[config.mk]
export PLATFORM = sky130hd
export DESIGN_NAME = serial_pattern_tx
export DESIGN_NICKNAME = d
export VERILOG_FILES = /design/src/rtl/serial_pattern_tx.sv
export SDC_FILE = /design/constraint.sdc
export NUM_CORES = 1
export LEC_CHECK = 0
export BUFFER_PORTS_ARGS = -buffer_cell sky130_fd_sc_hd__buf_2
export CORE_ASPECT_RATIO = 0.8
export CORE_UTILIZATION = 30
export CTS_CLUSTER_SIZE = 14
export DETAILED_ROUTE_END_ITERATION = 12
export PLACE_DENSITY = 0.54
export SLEW_MARGIN = 20
export SYNTH_ARGS = -nofsm -noshare
export SYNTH_HDL_FRONTEND = slang
export SYNTH_SLANG_ARGS = --single-unit
[constraint.sdc]
create_clock -name clk_i -period 4.79 [get_ports clk_i]
set_clock_uncertainty 0.05 [all_clocks]
set_input_delay 0.958 -clock clk_i [delete_from_list [all_inputs] [get_ports clk_i]]
set_output_delay 0.958 -clock clk_i [all_outputs]
set_load 0.02 [all_outputs]
[src/rtl/serial_pattern_tx.sv]
// MSB-first parallel-to-serial transmitter with valid/done framing.
// Optional zero-stuffing after MAX_ONES ones, compiled in by SERIAL_PATTERN_TX_STUFF_EN.
module serial_pattern_tx #(
  parameter int WIDTH    = 8,
  parameter int MAX_ONES = 2
) (
  input  logic             clk_i,
  input  logic             reset_i,
  input  logic             load_i,
  input  logic [WIDTH-1:0] data_i,
  output logic             ready_o,
  output logic             dout_o,
  output logic             dout_valid_o,
  output logic             stuffed_o,
  output logic             done_o
);

  localparam int CNT_W = $clog2(WIDTH + 1);

  generate
    if (WIDTH < 2 || MAX_ONES < 1) begin : g_bad_param
      $error("serial_pattern_tx: WIDTH must be >= 2 and MAX_ONES >= 1");
    end
  endgenerate

  // State names the bit currently on dout; each edge decides the next one.
  typedef enum logic [1:0] {
    S_IDLE,
    S_SHIFT,
    S_DONE
`ifdef SERIAL_PATTERN_TX_STUFF_EN
    , S_STUFF
`endif
  } state_t;

  state_t           state_q;
  logic [WIDTH-1:0] shreg_q;
  logic [CNT_W-1:0] cnt_q;
  logic             ready_q;
  logic             dout_q;
  logic             valid_q;
  logic             done_q;
  logic             accept;
  logic             head_bit;
  logic             last_bit;

  assign accept   = load_i && ready_q;
  assign head_bit = shreg_q[WIDTH-1];
  assign last_bit = (cnt_q == '0);

`ifdef SERIAL_PATTERN_TX_STUFF_EN
  localparam int RUN_W = $clog2(MAX_ONES + 1);

  logic [RUN_W-1:0] run_q;
  logic             stuffed_q;
  logic             stuff_due;

  assign stuff_due = (run_q == RUN_W'(MAX_ONES));
  assign stuffed_o = stuffed_q;
`else
  assign stuffed_o = 1'b0;
`endif

  always_ff @(posedge clk_i) begin
    if (reset_i) begin
      state_q <= S_IDLE;
      shreg_q <= '0;
      cnt_q   <= '0;
      ready_q <= 1'b1;
      dout_q  <= 1'b0;
      valid_q <= 1'b0;
      done_q  <= 1'b0;
`ifdef SERIAL_PATTERN_TX_STUFF_EN
      run_q     <= '0;
      stuffed_q <= 1'b0;
`endif
    end else begin
      done_q <= 1'b0;
`ifdef SERIAL_PATTERN_TX_STUFF_EN
      stuffed_q <= 1'b0;
`endif
      case (state_q)
        S_IDLE, S_DONE: begin
          if (accept) begin
            // First payload bit goes straight out; cnt_q tracks bits still held.
            state_q <= S_SHIFT;
            shreg_q <= {data_i[WIDTH-2:0], 1'b0};
            cnt_q   <= CNT_W'(WIDTH - 1);
            ready_q <= 1'b0;
            dout_q  <= data_i[WIDTH-1];
            valid_q <= 1'b1;
`ifdef SERIAL_PATTERN_TX_STUFF_EN
            run_q   <= data_i[WIDTH-1] ? RUN_W'(1) : '0;
`endif
          end else begin
            state_q <= S_IDLE;
            ready_q <= 1'b1;
            dout_q  <= 1'b0;
            valid_q <= 1'b0;
          end
        end

        S_SHIFT: begin
`ifdef SERIAL_PATTERN_TX_STUFF_EN
          if (stuff_due) begin
            state_q   <= S_STUFF;
            dout_q    <= 1'b0;
            valid_q   <= 1'b1;
            stuffed_q <= 1'b1;
            run_q     <= '0;
          end else
`endif
          if (last_bit) begin
            state_q <= S_DONE;
            done_q  <= 1'b1;
            ready_q <= 1'b1;
            dout_q  <= 1'b0;
            valid_q <= 1'b0;
          end else begin
            shreg_q <= {shreg_q[WIDTH-2:0], 1'b0};
            cnt_q   <= cnt_q - CNT_W'(1);
            dout_q  <= head_bit;
            valid_q <= 1'b1;
`ifdef SERIAL_PATTERN_TX_STUFF_EN
            run_q   <= head_bit ? run_q + RUN_W'(1) : '0;
`endif
          end
        end

`ifdef SERIAL_PATTERN_TX_STUFF_EN
        S_STUFF: begin
          if (last_bit) begin
            state_q <= S_DONE;
            done_q  <= 1'b1;
            ready_q <= 1'b1;
            dout_q  <= 1'b0;
            valid_q <= 1'b0;
          end else begin
            state_q <= S_SHIFT;
            shreg_q <= {shreg_q[WIDTH-2:0], 1'b0};
            cnt_q   <= cnt_q - CNT_W'(1);
            dout_q  <= head_bit;
            valid_q <= 1'b1;
            run_q   <= head_bit ? RUN_W'(1) : '0;
          end
        end
`endif

        default: begin
          state_q <= S_IDLE;
          ready_q <= 1'b1;
          dout_q  <= 1'b0;
          valid_q <= 1'b0;
        end
      endcase
    end
  end

  assign ready_o      = ready_q;
  assign dout_o       = dout_q;
  assign dout_valid_o = valid_q;
  assign done_o       = done_q;

endmodule
==> results.yml <==
outcome:
  outcome: "finished, final reports clean"
synth:
  syn_area_per_cell_um2: 9.88
  async_flop_share: 0
  synthesis.area_um2: 781
  synth_ff_type: "dfxtp_1"
  yosysTopAreaCell: "dfxtp_1"
  synth_edf_count: 0
  yosys-top-cells-area: "dfxtp_1 (44%), a211oi_1 (13%), mux2i_1 (9.0%)"
  yosys_warnings: 0
  yosysMostFrequentCell: "dfxtp_1"
  synth_seq_cells: 17
  synth.distinct_cells: 32
  synth_common_cells: "dfxtp_1 (17), a211oi_1 (14), mux2i_1 (7), inv_1 (4), buf_2 (3)"
  synthCells: 79
  synth_sequential_area_ratio: 0.436
  synth.top_cell.area_share: 0.436
  synth_nets: 91
floorplanning:
  die-width_um: 59.0
  chipHeight_um: 47.6
  design.core.area_um2: 2460
  start_util: 0.317
  rows: 16
  die-area_um2: 2810
  ios: 16
setup_path:
  critPathLaunchType: "register"
  critical-path-top-delay-family: "flip-flops"
  cpMaxStageDelayCell: "dfxtp_1"
  cp.required_ns: 3.78
  worstSetupPathType: "register to primary output"
  critPathBufInv: 1
  arrival_ns: 0.85
  crit_fanout: 4
  cp-end-kind: "primary output"
  crit_chain: "buf_2"
  cpPeakStageDelay_ns: 0.38
final_layout:
  n_fill_cell: 269
  drive_gt1_frac: 0.231
  nets: 104
  antenna_cells: 0
  syn_to_final_growth_pct: 13.3
  design_area_um2: 885
  finish.utilization: 0.359
  finalNonFillerCells: 127
placement:
  dp_cells: 123
  portBuffers: 14
  dpl.hpwl_um: 1110
  placed_area_um2: 858
  gp_congestion: 0.717
clock_network:
  clkTransAtPathRegs_ns: 0.09
  cts_tree: "done"
  cts_sinks: 17
  htree_num_levels: 1
  cts_resized: 0
  cts_root_buffer: "clkbuf_4"
  clk-insertion-delay-late_ns: 0.28
  cts_hold_buf: 0
  clockBufferDepth: 2
  cts-buffers-inserted: 3
  post_cts_buffers: 0
global_routing:
  grt-ovfl-total: 0
  grt_pass1_vias: 542
  grt_max_degree: 16
  grt_pass1_wl_um: 2560
  grt_usage: 0.127
  antenna_found_initial: 0
pwr:
  vdd_drop_max_mv: 0.171
  p_leak_nw: 0.370
  p_per_area_nw_per_um2: 372
timing:
  fmax_mhz: 537
  setup_viol: 0
  tightest_slew_ns: 0.756
  drv_slew: 0
  rsz0062_at_grt: "false"
  period_minus_slack_ns: 1.86
  fin_tns_setup_ns: 0
  fin_crit_sh: 0.388
  hold_violations: 0
  slew_headroom: 0.495
job:
  drv_cap: 0
drt:
  drtAntennaViolNets: 0
  via_per_inst: 4.84
  wl_per_cell_um: 12.6
  drtIter0Drc: 19
  drt_pass1_iterations: 4
  wl_um: 1600
  drc: 0
  via_count: 615
min_path:
  min_path_type: "register to register"
==> worst paths after layout <==
| check | startpoint | end | slack, ns | cells past startpoint |
|---|---|---|---|---|
| setup reg to reg | state_q[0] | shreg_q[2] | 3.11 | 3 |
| setup / recovery | ready_o | ready_o | 2.93 | 1 |
| hold / removal | shreg_q[1] | shreg_q[1] | 0.46 | 2 |
| hold reg to reg | shreg_q[1] | shreg_q[1] | 0.46 | 2 |
==> through the flow <==
step	hold WS [ns]	worst slack, ns	total power [mW]
floorplan	0.411	3.05	0.241
global placement	0.444	2.77	0.256
detailed placement	0.441	2.74	0.256
CTS	0.462	2.93	0.332
global route	0.497	2.85	0.350
finish	0.465	2.93	0.329
==> registers in the layout, summed over array words and instances (netlist names) <==
register	count
cnt_q	4
done_o	1
dout_o	1
dout_valid_o	1
ready_o	1
shreg_q	7
state_q	2
==> tightest hold or removal path, stage by stage (launching register included) <==
cell and delay, ns:
dfxtp_1 0.33, o211ai_1 0.08, a21oi_1 0.07
==> cells by family (layout without fill, tap and decap cells) <==
family / Yosys count / after routing / synth area share
AOI/OAI and AO/OA: 24 / 24 / 0.226
adders and majority gates: 1 / 1 / 0.0160
buffers and inverters: 10 / 22 / 0.0673
DFF: 17 / 17 / 0.436
muxes: 7 / 7 / 0.0897
other: 1 / 1 / 0.00480
and+or+nand+nor: 19 / 19 / 0.160
==> report_power, final <==
part           switching [mW]  leakage (nW)  internal [mW]
Sequential             0.0128         0.140          0.158
Clock                  0.0426        0.0150         0.0324
Combinational          0.0482         0.214         0.0347
Total                   0.104         0.370          0.225
==> placed cells by master, fill, tap and decap left out <==
| master | count |
|---|---|
| dfxtp_1 | 17 |
| a211oi_1 | 14 |
| buf_2 | 14 |
| mux2i_1 | 7 |
| inv_1 | 4 |
| clkbuf_4 | 3 |
| nand3b_1 | 2 |
| nor4_1 | 2 |
| and2_1 | 2 |
| nand2_1 | 2 |
| a21oi_1 | 2 |
| nand3_1 | 2 |
| nor3_1 | 2 |
| nand2b_1 | 1 |
| nor3b_1 | 1 |
| o21ai_2 | 1 |
| nor2b_1 | 1 |
| or3b_4 | 1 |
| and3b_1 | 1 |
| a311oi_1 | 1 |
| a31oi_1 | 1 |
| o21a_1 | 1 |
| and3b_2 | 1 |
| o221ai_1 | 1 |
| or3_2 | 1 |
| o21ai_0 | 1 |
| a32oi_1 | 1 |
| o211ai_1 | 1 |
| ha_1 | 1 |
| conb_1 | 1 |
| clkbuf_1 | 1 |
==> routing by layer <==
metal | wire length (µm) | global-route usage
met1 | 869 | 0.176
met4 | 0 | 0.0143
met2 | 642 | 0.177
met3 | 88 | 0.0676
met5 | 0 | 0
==> final cells by class <==
cell class	count	area [µm²]	area share
flip-flops and latches	17	340	0.385
well taps	36	45.0	0.0509
clock buffers	4	26.3	0.0297
repair buffers	14	70.1	0.0792
multi-input cells	52	388	0.438
inverters	4	15.0	0.0170
(Power assumes the default switching activity.)
